--- src/rtl/sync_bits_filtered.sv ---
// Multi-bit synchroniser into out_clk with a per-bit stability filter.
// A new level is committed only after FILTER_LEN consecutive cycles; each commit emits one-cycle edge pulses.
module sync_bits_filtered #(
  parameter int                     NUM_OF_BITS   = 1,
  parameter int                     NUM_OF_STAGES = 2,
  parameter int                     FILTER_LEN    = 4,
  parameter logic [NUM_OF_BITS-1:0] RESET_VALUE   = '0
) (
  input  logic                   out_clk,
  input  logic                   out_reset,
  input  logic [NUM_OF_BITS-1:0] in_bits,
  output logic [NUM_OF_BITS-1:0] out_bits,
  output logic [NUM_OF_BITS-1:0] out_rise,
  output logic [NUM_OF_BITS-1:0] out_fall,
  output logic                   out_change
);

  localparam int               CNT_W   = (FILTER_LEN > 1) ? $clog2(FILTER_LEN) : 1;
  localparam logic [CNT_W-1:0] CNT_MAX = CNT_W'(FILTER_LEN - 1);
  localparam logic [CNT_W-1:0] CNT_ONE = CNT_W'(1);

  generate
    if (NUM_OF_STAGES < 2) begin : g_bad_stages
      $error("sync_bits_filtered: NUM_OF_STAGES must be at least 2");
    end
    if (FILTER_LEN < 1) begin : g_bad_filter
      $error("sync_bits_filtered: FILTER_LEN must be at least 1");
    end
  endgenerate

  // Metastability chain: tools must keep these flops adjacent and un-retimed.
  (* ASYNC_REG = "TRUE", shreg_extract = "no", dont_retime = "true" *)
  logic [NUM_OF_BITS-1:0] stage [NUM_OF_STAGES];

  logic [NUM_OF_BITS-1:0] sample;
  logic [CNT_W-1:0]       cnt      [NUM_OF_BITS];
  logic [CNT_W-1:0]       cnt_next [NUM_OF_BITS];
  logic [NUM_OF_BITS-1:0] bits_next;
  logic [NUM_OF_BITS-1:0] rise_next;
  logic [NUM_OF_BITS-1:0] fall_next;

  assign sample = stage[NUM_OF_STAGES-1];

  always_ff @(posedge out_clk) begin
    if (out_reset) begin
      for (int n = 0; n < NUM_OF_STAGES; n++) stage[n] <= RESET_VALUE;
    end else begin
      stage[0] <= in_bits;
      for (int n = 1; n < NUM_OF_STAGES; n++) stage[n] <= stage[n-1];
    end
  end

  // The counter holds how many cycles the sample has disagreed with the committed level.
  always_comb begin
    bits_next = out_bits;
    rise_next = '0;
    fall_next = '0;
    for (int i = 0; i < NUM_OF_BITS; i++) begin
      cnt_next[i] = '0;
      if (sample[i] != out_bits[i]) begin
        if (cnt[i] == CNT_MAX) begin
          bits_next[i] = sample[i];
          rise_next[i] = sample[i];
          fall_next[i] = ~sample[i];
        end else begin
          cnt_next[i] = cnt[i] + CNT_ONE;
        end
      end
    end
  end

  always_ff @(posedge out_clk) begin
    if (out_reset) begin
      out_bits   <= RESET_VALUE;
      out_rise   <= '0;
      out_fall   <= '0;
      out_change <= 1'b0;
      for (int i = 0; i < NUM_OF_BITS; i++) cnt[i] <= '0;
    end else begin
      out_bits   <= bits_next;
      out_rise   <= rise_next;
      out_fall   <= fall_next;
      out_change <= |(rise_next | fall_next);
      for (int i = 0; i < NUM_OF_BITS; i++) cnt[i] <= cnt_next[i];
    end
  end

endmodule

--- config.mk ---
export PLATFORM = sky130hd
export DESIGN_NAME = sync_bits_filtered
export DESIGN_NICKNAME = d
export VERILOG_FILES = /design/src/rtl/sync_bits_filtered.sv
export SDC_FILE = /design/constraint.sdc
export NUM_CORES = 1
export LEC_CHECK = 0
export BUFFER_PORTS_ARGS = -buffer_cell sky130_fd_sc_hd__buf_4
export CORE_AREA = 2 2 39 41
export CTS_BUF_LIST = sky130_fd_sc_hd__clkbuf_4 sky130_fd_sc_hd__clkbuf_8
export DETAILED_ROUTE_END_ITERATION = 16
export DIE_AREA = 0 0 41 43
export GPL_TIMING_DRIVEN = 0
export RECOVER_POWER = 25
export SLEW_MARGIN = 20
export SYNTH_ARGS = -nofsm -noshare
export SYNTH_HDL_FRONTEND = slang
export SYNTH_SLANG_ARGS = --single-unit
--- constraint.sdc ---
create_clock -name out_clk -period 0.9 [get_ports out_clk]
set_clock_uncertainty 0.1 [all_clocks]
set_input_delay 0.09 -clock out_clk [delete_from_list [all_inputs] [get_ports out_clk]]
set_output_delay 0.09 -clock out_clk [all_outputs]
set_load 0.02 [all_outputs]
==> impl_metrics.env <==
export IMPL_critPathLaunchType="flop"
export IMPL_r2r_start="cnt[0][0]"
export IMPL_synthXorXnorAreaFrac_pct=3.45
export IMPL_holdWs_ns=-0.0542
export IMPL_fin_crit_ns=0.947
export IMPL_drt_initial_drc_count=3
export IMPL_final_max_slew_violation_count=0
export IMPL_antenna_found_initial=0
export IMPL_gr_usage_met3_pct=7.85
export IMPL_worst_slack_ns=-0.0465
export IMPL_cts_max_level=1
export IMPL_rsz0062_at_grt="yes"
export IMPL_dpl_hpwl_um=261
export IMPL_clock_tree_root_cell="clkbuf_4"
export IMPL_cap_viol_max_count=0
export IMPL_synth_cell_types=10
export IMPL_cts_tree="done"
export IMPL_path_class="flop to flop"
export IMPL_synth_top_cell_by_area="dfxtp_1"
export IMPL_crit_arrival_ns=0.99
export IMPL_grt_first_pass_wirelength_um=779
export IMPL_worst_path_max_fanout=4
export IMPL_drive_gt1_share_pct=71.0
export IMPL_ant_nets=0
export IMPL_synth_top_area_share_pct=63.1
export IMPL_finalSetupViolCount=4
export IMPL_r2r_slack_ns=-0.05
export IMPL_insertion_delay_ns=0.25
export IMPL_post_synth_and_or_nand_nor_area_fraction_pct=24.6
export IMPL_synth_nets=24
export IMPL_use_met2_pct=9.69
export IMPL_fill_cells=139
export IMPL_num_io_pins=7
export IMPL_synth_cell_area_um2=254
export IMPL_avgSynthCellArea_um2=12.7
export IMPL_postSynthCellCount=20
export IMPL_end_kind="flop"
export IMPL_synth_edf_count=0
export IMPL_clock_sinks=8
export IMPL_synth_area_leaders="dfxtp_1 63%, nor3b_1 5.9%, nor4b_2 5.9%, ha_1 4.9%, nor2b_1 4.9%"
export IMPL_rows=14
export IMPL_area_growth_pct=64.5
export IMPL_hold_violations=4
export IMPL_cts_made_buffers=3
export IMPL_timing_rr_end="out_bits"
export IMPL_r2r_cells=3
export IMPL_die_w_um=41
export IMPL_async_reset_ff_share_pct=0
export IMPL_grt_start_max_net_pins=7
export IMPL_routed_via_density=3.87
export IMPL_yosysMostFrequentCell="dfxtp_1"
export IMPL_grt_pass1_vias=184
export IMPL_synth_seq_cells=8
export IMPL_synth_top_family_by_area="simple AND/OR/NAND/NOR gates"
export IMPL_final_nets=37
export IMPL_violations="negative hold slack, negative setup slack"
export IMPL_yosysWarnings=0
export IMPL_place_gp_congestion=0.630
export IMPL_p_per_area_nw_per_um2=1570
export IMPL_p_leak_nw=0.155
export IMPL_synth_compound_area_share_pct=0
export IMPL_seq_area_frac_synth_pct=63.1
export IMPL_yosys_top_cells_count="8 x dfxtp_1, 2 x nor2_1, 2 x nor2b_1, 2 x nor3b_1"
export IMPL_yosys_area_share_adder_pct=4.93
export IMPL_track_usage_pct=7.56
export IMPL_synthFlopType="dfxtp_1"
export IMPL_dpl_instance_area_um2=343
export IMPL_status="finished with violations"
export IMPL_vdd_drop_max_mv=0.885
export IMPL_antenna_cells=0
export IMPL_hp_class="input port to flop"
export IMPL_initial_core_util_pct=18.4
export IMPL_wire_per_inst_um=9.13
export IMPL_post_place_ws_ns=-0.0533
export IMPL_stdcell_area_um2=418
export IMPL_clockBufferDepth=2
export IMPL_coreArea_um2=1380
export IMPL_use_met1_pct=7.49
export IMPL_crit_end="out_bits"
export IMPL_crit_required_ns=0.95
export IMPL_wirelength_um=429
export IMPL_vias=182
export IMPL_firstDrtPassIters=2
export IMPL_max_slew_margin_rel_pct=86.4
export IMPL_max_freq_mhz=1060
export IMPL_grt_busiest_layer="met2"
export IMPL_worstMarginPinSlew_ns=0.203
export IMPL_cp_startpoint="cnt[0][0]"
export IMPL_holdBufCountCts=1
export IMPL_synth_mux_area_share_pct=3.94
export IMPL_drc=0
export IMPL_port_buffers=6
export IMPL_dieArea_um2=1760
export IMPL_die_h_um=43
export IMPL_clkSlewWorstSetupHoldPaths_ns=0.05
export IMPL_grt_overflow=0
export IMPL_period_share_pct=105
[routing by layer]
metal	wire [um]	part of all wire, %	up-vias
met2	206	48	7
met5	0	0	-
met3	47	11	2
met4	6	1.4	0
li1	-	-	91
met1	168	39	82
[sequential cells by signal (all words and copies together), names as in the netlist]
| name | count |
|---|---|
| cnt | 2 |
| out_bits | 1 |
| out_change | 1 |
| out_fall | 1 |
| out_rise | 1 |
| stage | 2 |
[layout by cell type, fill, tap and decap left out, drive strengths merged]
master       Yosys  layout
dfxtp            8       8
buf              0       7
clkbuf           0       3
nor2             2       2
nor2b            2       2
nor3b            2       2
xnor2            1       1
nand2b           1       1
mux2i            1       1
nor4             1       1
nor4b            1       1
ha               1       1
dlygate4sd3      0       1
[through the flow]
step / hold slack (ns) / TNS, ns / std cells / total power, mW / util, %
after detailed placement: 0.208 / -0.152 / 42 / 0.392 / 24.8
final: -0.0542 / -0.116 / 47 / 0.655 / 30.2
after CTS: -0.0623 / -0.140 / 46 / 0.666 / 28.8
after global placement: 0.203 / -0.165 / 42 / 0.392 / 24.8
after floorplan: 0.0550 / 0 / 20 / 0.380 / -
after global routing: -0.0527 / -0.459 / 47 / 0.684 / 30.2
[area by class of cell]
type	count	area [um^2]	area share, %
Sequential cell	8	170	40.7
Multi-Input combinational cell	12	131	31.4
Timing Repair Buffer	8	73.8	17.7
Clock buffer	3	22.5	5.39
Tap cell	16	20.0	4.79
[worst min-delay path by stage]
stage                    from           to  slack (ns)  cells after the start
floorplan           out_reset     out_bits        0.05                      1
global placement    out_reset     out_bits        0.20                      2
detailed placement    in_bits  stage[0][0]        0.21                      2
CTS                 out_reset    cnt[0][1]       -0.06                      2
global route        out_reset  stage[0][1]       -0.05                      2
finish              out_reset     out_bits       -0.05                      2
[worst max-delay path, cell delays in order, from the launching register on]
cell     delay [ns]
dfxtp_2        0.34
ha_4           0.17
mux2i_1        0.18
nor2_1         0.05
[where the power goes]
group          internal (mW)  switching [mW]  leakage [nW]  total (mW)
logic                 0.0167         0.00816        0.0733      0.0248
registers              0.358         0.00454        0.0682       0.363
clock network          0.152           0.116        0.0138       0.268
[cell families (layout without fill, tap and decap cells)]
kind of cell             after synthesis  count (layout)
multiplexers                           1               1
buffers and inverters                  0              11
AND/OR/NAND/NOR                        9               9
adder cells (fa/ha/maj)                1               1
XOR/XNOR                               1               1
flip-flops                             8               8
[what timing repair did]
item,in CTS,in global routing
cloned,0,0
setup endpoints to repair,6,9
gates resized for setup,5,5
pin swaps,4,1
buffers inserted,0,1
hold endpoints to repair,5,4
Note: power is estimated with default switching activity, not from simulation.
